--- config.mk ---
export PLATFORM = sky130hd
export DESIGN_NAME = trig_pulse_scheduler
export DESIGN_NICKNAME = d
export VERILOG_FILES = /design/src/rtl/trig_pulse_scheduler.sv
export SDC_FILE = /design/constraint.sdc
export NUM_CORES = 2
export LEC_CHECK = 0
export ABC_CLOCK_PERIOD_IN_PS = 8200
export BUFFER_PORTS_ARGS = -buffer_cell sky130_fd_sc_hd__buf_4
export CAP_MARGIN = 30
export CORE_MARGIN = 2
export CORE_UTILIZATION = 30
export DETAILED_ROUTE_END_ITERATION = 7
export RECOVER_POWER = 100
export REMOVE_ABC_BUFFERS = 1
export SLEW_MARGIN = 30
export SYNTH_ARGS = -nofsm -noshare
export SYNTH_HDL_FRONTEND = slang
export SYNTH_SLANG_ARGS = --single-unit
--- constraint.sdc ---
create_clock -name clk_sys_i -period 8.2 [get_ports clk_sys_i]
set_clock_uncertainty 0.1 [all_clocks]
set_input_delay 0.41 -clock clk_sys_i [delete_from_list [all_inputs] [get_ports clk_sys_i]]
set_output_delay 0.41 -clock clk_sys_i [all_outputs]
set_load 0.02 [all_outputs]
--- src/rtl/trig_pulse_scheduler.sv ---
// trig_pulse_scheduler
//   Turns timestamped trigger messages into output pulses at a programmable
//   per-channel delay. Each channel has a FIFO of due times. The FIFO head is
//   compared against local time every cycle: it either fires a pulse, is
//   dropped as late, or is held until its due time.
//
// Ports
//   clk_sys_i, rst_sys_i    : sole clock; synchronous active-high reset
//   tm_cycles_i, tm_valid_i : free-running local time and its lock/valid flag
//   trig_valid_i/ready_o    : trigger message handshake (ready is always 1)
//   trig_ch_i, trig_ts_i    : target channel and source timestamp
//   cfg_enable_i            : per-channel enable (clearing it flushes the queue)
//   cfg_delay_i             : per-channel delay, channel 0 in the LSBs
//   pulse_o                 : registered output pulses, g_pulse_width cycles long
//   cnt_fired_o / cnt_missed_o / cnt_ovf_o : 16-bit saturating statistics
//
// Build option
//   TRIG_PULSE_SCHED_STATS_EN : when defined, the statistics counters are
//   implemented. When undefined, the counter outputs are tied to 0.
module trig_pulse_scheduler #(
    parameter int g_num_channels = 4,
    parameter int g_fifo_depth   = 16,
    parameter int g_coarse_bits  = 28,
    parameter int g_pulse_width  = 6,
    localparam int c_ch_w = (g_num_channels > 1) ? $clog2(g_num_channels) : 1
) (
    input  logic                                    clk_sys_i,
    input  logic                                    rst_sys_i,
    input  logic [g_coarse_bits-1:0]                tm_cycles_i,
    input  logic                                    tm_valid_i,
    input  logic                                    trig_valid_i,
    output logic                                    trig_ready_o,
    input  logic [c_ch_w-1:0]                       trig_ch_i,
    input  logic [g_coarse_bits-1:0]                trig_ts_i,
    input  logic [g_num_channels-1:0]               cfg_enable_i,
    input  logic [g_num_channels*g_coarse_bits-1:0] cfg_delay_i,
    output logic [g_num_channels-1:0]               pulse_o,
    output logic [g_num_channels*16-1:0]            cnt_fired_o,
    output logic [g_num_channels*16-1:0]            cnt_missed_o,
    output logic [15:0]                             cnt_ovf_o
);

    localparam int c_aw   = $clog2(g_fifo_depth);
    localparam int c_pw_w = $clog2(g_pulse_width + 1);
    localparam logic [g_coarse_bits-1:0] c_half      = {1'b1, {(g_coarse_bits-1){1'b0}}};
    localparam logic [g_coarse_bits-1:0] c_min_slack = g_coarse_bits'(3);
    localparam logic [c_pw_w-1:0]        c_pw_load   = c_pw_w'(g_pulse_width);
    localparam logic [c_pw_w-1:0]        c_pw_one    = c_pw_w'(1);
    localparam logic [c_aw:0]            c_ptr_one   = (c_aw+1)'(1);
    localparam logic [c_ch_w:0]          c_nch       = (c_ch_w+1)'(g_num_channels);

    typedef enum logic {S_IDLE, S_HIGH} state_t;

    logic w_in_range;

    assign trig_ready_o = 1'b1;
    assign w_in_range   = {1'b0, trig_ch_i} < c_nch;

`ifdef TRIG_PULSE_SCHED_STATS_EN
    logic [g_num_channels-1:0] w_ovf_ch;
    logic [15:0]               r_cnt_ovf;

    function automatic logic [15:0] f_sat_add(input logic [15:0] a, input logic [1:0] inc);
        logic [16:0] s;
        s = {1'b0, a} + {15'd0, inc};
        return s[16] ? 16'hFFFF : s[15:0];
    endfunction

    always_ff @(posedge clk_sys_i) begin
        if (rst_sys_i) r_cnt_ovf <= '0;
        else           r_cnt_ovf <= f_sat_add(r_cnt_ovf,
                                      {1'b0, (trig_valid_i && !w_in_range) || (|w_ovf_ch)});
    end
    assign cnt_ovf_o = r_cnt_ovf;
`else
    assign cnt_ovf_o = '0;
`endif

    for (genvar c = 0; c < g_num_channels; c++) begin : g_ch
        localparam logic [c_ch_w-1:0] c_idx = c_ch_w'(c);

        logic [g_coarse_bits-1:0] r_mem [g_fifo_depth];
        logic [c_aw:0]            r_wr, r_rd;
        logic [g_coarse_bits-1:0] w_due, w_slack, w_head, w_age;
        logic w_sel, w_empty, w_full, w_early, w_push, w_eval, w_pop, w_fire;
        state_t                   r_state, w_state_nxt;
        logic [c_pw_w-1:0]        r_wcnt, w_wcnt_nxt;

        assign w_sel   = trig_valid_i && w_in_range && (trig_ch_i == c_idx) && cfg_enable_i[c];
        assign w_due   = trig_ts_i + cfg_delay_i[c*g_coarse_bits +: g_coarse_bits];
        // Entries land at the head one cycle after the push, so anything due
        // less than 3 cycles out could fire early or against a stale compare.
        // Such entries are treated as missed at the door.
        assign w_slack = w_due - tm_cycles_i;
        assign w_early = tm_valid_i && (w_slack < c_min_slack);
        // Occupancy is taken at cycle start: a same-cycle pop does not make room.
        assign w_empty = (r_wr == r_rd);
        assign w_full  = (r_wr[c_aw] != r_rd[c_aw]) && (r_wr[c_aw-1:0] == r_rd[c_aw-1:0]);
        assign w_push  = w_sel && !w_full && !w_early;

        // Age of the head relative to now; the lower half of the circle is
        // "already passed", the upper half is "still in the future".
        assign w_head  = r_mem[r_rd[c_aw-1:0]];
        assign w_age   = tm_cycles_i - w_head;
        assign w_eval  = tm_valid_i && cfg_enable_i[c] && !w_empty;
        assign w_fire  = w_eval && (w_age == '0);
        assign w_pop   = w_eval && (w_age < c_half);

        always_ff @(posedge clk_sys_i) begin
            if (w_push) r_mem[r_wr[c_aw-1:0]] <= w_due;
        end

        always_ff @(posedge clk_sys_i) begin
            if (rst_sys_i) begin
                r_wr <= '0;
                r_rd <= '0;
            end else if (!cfg_enable_i[c]) begin
                r_rd <= r_wr;   // flush
            end else begin
                if (w_push) r_wr <= r_wr + c_ptr_one;
                if (w_pop)  r_rd <= r_rd + c_ptr_one;
            end
        end

        always_ff @(posedge clk_sys_i) begin
            if (rst_sys_i) begin
                r_state <= S_IDLE;
                r_wcnt  <= '0;
            end else begin
                r_state <= w_state_nxt;
                r_wcnt  <= w_wcnt_nxt;
            end
        end

        always_comb begin
            w_state_nxt = r_state;
            w_wcnt_nxt  = r_wcnt;
            case (r_state)
                S_IDLE: begin
                    if (w_fire) begin
                        w_state_nxt = S_HIGH;
                        w_wcnt_nxt  = c_pw_load;
                    end
                end
                S_HIGH: begin
                    if (w_fire) begin
                        w_wcnt_nxt = c_pw_load;  // retrigger extends the pulse
                    end else if (r_wcnt == c_pw_one) begin
                        w_state_nxt = S_IDLE;
                        w_wcnt_nxt  = '0;
                    end else begin
                        w_wcnt_nxt = r_wcnt - c_pw_one;
                    end
                end
                default: w_state_nxt = S_IDLE;
            endcase
        end

        assign pulse_o[c] = (r_state == S_HIGH);

`ifdef TRIG_PULSE_SCHED_STATS_EN
        logic [15:0] r_fired, r_missed;
        logic        w_late, w_early_miss;

        assign w_late       = w_pop && !w_fire;
        assign w_early_miss = w_sel && !w_full && w_early;
        assign w_ovf_ch[c]  = w_sel && w_full;

        always_ff @(posedge clk_sys_i) begin
            if (rst_sys_i) begin
                r_fired  <= '0;
                r_missed <= '0;
            end else begin
                r_fired  <= f_sat_add(r_fired, {1'b0, w_fire});
                r_missed <= f_sat_add(r_missed, {1'b0, w_late} + {1'b0, w_early_miss});
            end
        end
        assign cnt_fired_o[c*16 +: 16]  = r_fired;
        assign cnt_missed_o[c*16 +: 16] = r_missed;
`else
        assign cnt_fired_o[c*16 +: 16]  = '0;
        assign cnt_missed_o[c*16 +: 16] = '0;
`endif
    end

endmodule

* Yosys cells after proc, flatten, opt, wreduce, memory -nomap -nowiden
Memory sizes are Yosys's and may differ from the RTL's. A register that Yosys moved wholly into a read port is not among the register bits. Cells that the tools add are included.
Word-level totals: output and inout bits 149, memories kept 4, memory bits (writable) 1792, flip-flop bits (word level) 56, input port bits 178
Memory list:
- g_ch[0].r_mem | words 16, width 28, rd ports 1, clocked after memory_dff 1, wr ports 1, line 82 | logic [g_coarse_bits-1:0] r_mem [g_fifo_depth];
- g_ch[1].r_mem | words 16, width 28, rd ports 1, clocked after memory_dff 1, wr ports 1, line 82
- g_ch[2].r_mem | words 16, width 28, rd ports 1, clocked after memory_dff 1, wr ports 1, line 82
- g_ch[3].r_mem | words 16, width 28, rd ports 1, clocked after memory_dff 1, wr ports 1, line 82
Cells by class: equal/unequal tests 27, magnitude comparators 8, add/sub/neg operators 24, reduce and logical (&&, ||, !) cells 61, bitwise gates (word level) 4, multiplexer cells 56
Operator list (count):
- $sub A28 B28 Y28 | 8
- $add A28 B28 Y28 | 4
- $logic_not A28 Y1 | 4
- $lt A28 B2 Y1 const B | 4
- $lt A28 B28 Y1 const B | 4
- $add A5 B1 Y5 const B | 8
- $logic_and A1 B1 Y1 | 40
- $mux W5 | 8
- $mux W3 | 12
- $mux W4 | 8
- $pmux W3 S2 | 4
- $eq A5 B5 Y1 | 4
- $mux W1 | 20
- $eq A4 B4 Y1 | 4
- $eq A3 B1 Y1 const B | 4
- $logic_not A1 Y1 | 12
- $sub A3 B1 Y3 const B | 4
- $ne A2 B1 Y1 const B | 4
- $ne A2 B2 Y1 const B | 4
- $pmux W1 S2 | 4
- $reduce_and A2 Y1 | 4
- $eq A2 B2 Y1 const B | 2
- $ne A1 B1 Y1 | 4
- $not A1 Y1 | 4
- 2 further kinds | 2

* Depth between registers and ports, before layout
word-level depth 8, mapped depth 29

* Worst setup path before layout
Ideal clock, no wire load.
path kind input -> register, from input port trig_ts_i[0], to memory g_ch[1].r_mem[0][0] (enable), library setup time 0.448 ns, stages on the path 28, required time 7.652 ns, slack 0.067 ns, data arrival time 7.585 ns, cell sequence ha_1 -> fa_1 -> a21o_1 -> a21o_1 -> a21oi_1 -> o21ai_0 -> a21o_1 -> a21oi_1 -> o21ai_0 -> a41oi_1 -> a21oi_1 -> a211o_1 -> a21o_1 -> a21oi_1 -> xnor2_1 -> ha_1 -> or3b_2 -> a21oi_1 -> a2111oi_0 -> o311ai_0 -> nor4_1 -> o2111a_1 -> nand4_1 -> nor4_1 -> and4_1 -> nor3_4 -> nand2_1 -> nor3_1
Between the ends: longest elaborated chain between the ends 8
Ends and longest elaborated chain:
- start, declared | line 34 | input logic [g_coarse_bits-1:0] trig_ts_i,
- $add A28 B28 Y28 | line 90 | assign w_due = trig_ts_i + cfg_delay_i[c*g_coarse_bits +: g_coarse_bits];
- via g_ch[1].w_due[26] | line 84 | logic [g_coarse_bits-1:0] w_due, w_slack, w_head, w_age;
- $sub A28 B28 Y28 | line 94 | assign w_slack = w_due - tm_cycles_i;
- $lt A28 B2 Y1 | line 95 | assign w_early = tm_valid_i && (w_slack < c_min_slack);
- $logic_and A1 B1 Y1 | line 95
- $logic_not A1 Y1 | line 99 | assign w_push = w_sel && !w_full && !w_early;
- $logic_and A1 B1 Y1 | line 99
- $mux W1 | line 110 | if (w_push) r_mem[r_wr[c_aw-1:0]] <= w_due;
- $mux W1 (not written as such) | line 110
- end, declared | line 82
The timed path passes the listed nets, and every way through them passes these cells.

* Final worst setup path
from input port trig_ts_i[12], to memory g_ch[0].r_mem[14][9] (enable)
Between the ends: longest elaborated chain between the ends 8
Ends and longest elaborated chain (line):
- $add A28 B28 Y28 | 90
- via g_ch[0].w_due[19] | 84
- $sub A28 B28 Y28 | 94
- $lt A28 B2 Y1 | 95
- $logic_and A1 B1 Y1 | 95
- $logic_not A1 Y1 | 99
- $logic_and A1 B1 Y1 | 99
- $mux W1 | 110
- $mux W1 (not written as such) | 110
- end, declared | 82
The timed path passes the listed nets, and every way through them passes these cells.

==> results.toml <==
[timing]
whs_ns = 0.0800
slew_violations = 36
worst_slew_pin_slew_ns = 1.97
setup_tns_ns = 0
fmax_ghz = 0.129
period_share = 0.948
post-route-min-period_ns = 7.77
slew_headroom = -0.320
setup_violations = 0
final.setup.worst_slack_ns = 0.427
rsz0062_at_grt = "no"
hold_viol = 0

[floorplanning]
core_sq_mm = 0.294
die_y_microns = 548
die_x_microns = 548
ios = 327
floorplan.rows = 199
initial_core_util = 0.302
dieArea_sq_mm = 0.301

[global_route]
grt_usage = 0.178
gr-total-overflow = 0
grt_max_degree = 61
grt_pass1_vias = 52200
grt_pass1_wl_mm = 384
antenna_found_initial = 25

[final_layout]
layout_common_cells = "edfxtp_1, mux4_2, ha_1, inv_1, a21oi_1"
final_util = 0.350
finalNonFillerCells = 10100
finalInstanceArea_sq_mm = 0.103
multi_input_area_sq_mm = 0.0316
ff_latch_area_sq_mm = 0.0553
n_fill_cell = 27700
nets = 6584
area_growth_syn_to_layout_pct = 15.8
layout_commonest_cell = "edfxtp_1"
drive_above_1_share = 0.208

[detailed_routing]
drc_errors = 0
ant_nets = 0
finalWirelength_mm = 273
drtIter0Drc = 5233
firstDrtPassIters = 6
vias_per_cell = 5.22
vias = 52900
wl_per_cell_microns = 27.0

[placement]
dpl.cell_count = 9772
hpwl_mm = 197
dp_slack_ns = -0.183
dpl_cell_area_sq_mm = 0.0976
gp_congestion = 0.979
io_buffer_count = 181

[power]
p_per_area_mw_per_mm2 = 230
finalPower_mw = 23.7
p_leak_nw = 34.2
ir_worst_vdd_mv = 0.159

[logic_synthesis]
yosysSeqAreaShare = 0.622
synth.avg_cell_area_sq_um = 15.9
netlist_area_sq_mm = 0.0889
ys_warn_count = 0
ys_seq_elements = 1864
synth_edf_count = 1792
synth_flop_cell = "edfxtp_1"
netlist-cell-type-count = 99
synth_cells = 5588
synth-async-reset-ratio = 0

[setup_path]
required_ns = 8.64
arrival_ns = 8.22
crit_type = "in2reg"
start_kind = "input pin"
r2r_slack_ns = 1.11
crit_path_end_kind = "register"
crit_path_max_fanout = 19
ff2ff_path_depth = 19

[cts]
cts_tree = "done"
clock-sinks = 1864
cts.clk_slew.worst_paths_ns = 0.06
cts_buffer_depth = 3
cts_root_buf = "clkbuf_16"
insertion_delay_ns = 0.86
cts_buffers = 181
cts-htree-levels = 4

[worst_hold_path]
whs_path_depth = 2
hold_end = "g_ch[0].r_wr[1]"
hold_class = "in2reg"
hold_start = "rst_sys_i"

[run_status]
run_status = "finished with violations"
violations = "max-capacitance violations, max-slew violations"

[flow_run]
max-cap-violations = 2
==> final cells by class <==
type,count,share of cell area
Multi-Input combinational cell,3239,0.307
Sequential cell,1864,0.537
Clock buffer,223,0.0457
Antenna cell,18,0.000438
Clock inverter,112,0.0126
Tap cell,3919,0.0477
Timing Repair Buffer,465,0.0384
Inverter,295,0.0108
==> cell families after synthesis <==
| family | share of synthesized area |
|---|---|
| flip-flops | 0.622 |
| AND/OR/NAND/NOR | 0.0545 |
| AO/OA/AOI/OAI | 0.0717 |
| buffers and inverters | 0.0330 |
| multiplexers | 0.147 |
| adder cells (fa/ha/maj) | 0.0514 |
| XOR/XNOR | 0.0209 |
| other | 0.0000845 |
==> timing repair <==
action,4_1_cts,5_1_grt
buffers inserted,0,0
endpoints found under the hold margin,36,0
resized for setup,0,0
hold buffers,4,0
==> synth_stat cells (9+ instances only) <==
| cell | count | area (sq um) |
|---|---|---|
| o2111ai_1 | 19 | 166 |
| o21ai_0 | 136 | 681 |
| nand3_1 | 67 | 335 |
| o21bai_1 | 27 | 203 |
| clkbuf_1 | 133 | 499 |
| nand2b_1 | 73 | 457 |
| o22ai_1 | 16 | 100 |
| mux4_2 | 560 | 12600 |
| o311ai_0 | 11 | 96.3 |
| xor2_1 | 76 | 666 |
| o31a_1 | 9 | 78.8 |
| nand2_1 | 205 | 769 |
| mux2i_1 | 31 | 310 |
| a2111oi_0 | 16 | 140 |
| nor2b_1 | 53 | 332 |
| a31oi_1 | 33 | 206 |
| o21a_1 | 51 | 383 |
| dfxtp_1 | 72 | 1440 |
| mux2_2 | 10 | 113 |
| a211o_1 | 10 | 87.6 |
| and3_1 | 24 | 150 |
| edfxtp_1 | 1792 | 53800 |
| and2_1 | 15 | 93.8 |
| nor2_1 | 250 | 938 |
| a211oi_1 | 49 | 368 |
| buf_1 | 45 | 169 |
| a21boi_0 | 21 | 158 |
| inv_1 | 295 | 1110 |
| buf_4 | 151 | 1130 |
| or4_1 | 9 | 67.6 |
| nor4_1 | 27 | 169 |
| nand4_1 | 43 | 269 |
| a21oi_1 | 274 | 1370 |
| or2_2 | 17 | 106 |
| a21o_1 | 116 | 871 |
| xnor2_1 | 136 | 1190 |
| a311oi_1 | 14 | 123 |
| o211ai_1 | 35 | 263 |
| or3_1 | 19 | 119 |
| ha_1 | 352 | 4400 |
| nor3_1 | 102 | 510 |
| o31ai_1 | 13 | 97.6 |
| nor3b_1 | 9 | 67.6 |
==> power by group <==
| group | switching (mW) | total [mW] | leakage [nW] | internal [mW] |
|---|---|---|---|---|
| combinational | 2.83 | 4.28 | 14.6 | 1.45 |
| sequential | 0.0516 | 11.0 | 16.7 | 10.9 |
| clock | 3.62 | 8.38 | 2.89 | 4.76 |
| total | 6.50 | 23.7 | 34.2 | 17.1 |
==> critical path, cell delays in order <==
cell and delay (ns):
clkbuf_1 0.69, clkbuf_1 0.80, ha_1 0.46, a21oi_1 0.20
o21ai_0 0.12, a21oi_1 0.17, nor2b_1 0.27, o21bai_1 0.11
a21oi_1 0.39, o21bai_1 0.11, a21oi_1 0.20, xnor2_1 0.22
clkbuf_1 0.74, ha_1 0.43, a21o_1 0.19, a21oi_1 0.19
nor2_1 0.07, a21oi_1 0.16, o311ai_1 0.16, mux2_2 0.31
nand2_1 0.05, nor4_1 0.06, a31oi_2 0.43, nand2_1 0.29
nor2_2 0.69, buf_16 0.25
==> worst max path at each step <==
| stage | from | end | slack (ns) | depth (start not counted) |
|---|---|---|---|---|
| floorplan | register | g_ch[0].r_wcnt[0] | -0.83 | 17 |
| global placement | trig_ts_i[1] | g_ch[0].r_mem[3][7] | -0.37 | 27 |
| detailed placement | trig_ts_i[0] | g_ch[1].r_mem[10][3] | -0.18 | 30 |
| CTS | trig_ts_i[0] | g_ch[1].r_mem[10][1] | 0.72 | 30 |
| global route | trig_ts_i[12] | g_ch[1].r_mem[13][6] | 0.08 | 25 |
| finish | trig_ts_i[12] | g_ch[0].r_mem[14][9] | 0.43 | 26 |
==> registers in the layout, summed over array words and instances, names as in the netlist, named ones only <==
name          flops
g_ch.r_mem     1792
g_ch.r_wr        20
g_ch.r_state      4
g_ch.r_rd        20
g_ch.r_wcnt      12
==> metal layers <==
layer  GRT usage  part of all wire  vias up
li1            -                 -    23100
met1       0.215              0.38    27400
met2       0.296              0.48     1962
met3      0.0256             0.054      474
met4       0.121             0.078        0
met5           0                 0        -
Power figures use the tool's default switching activity.
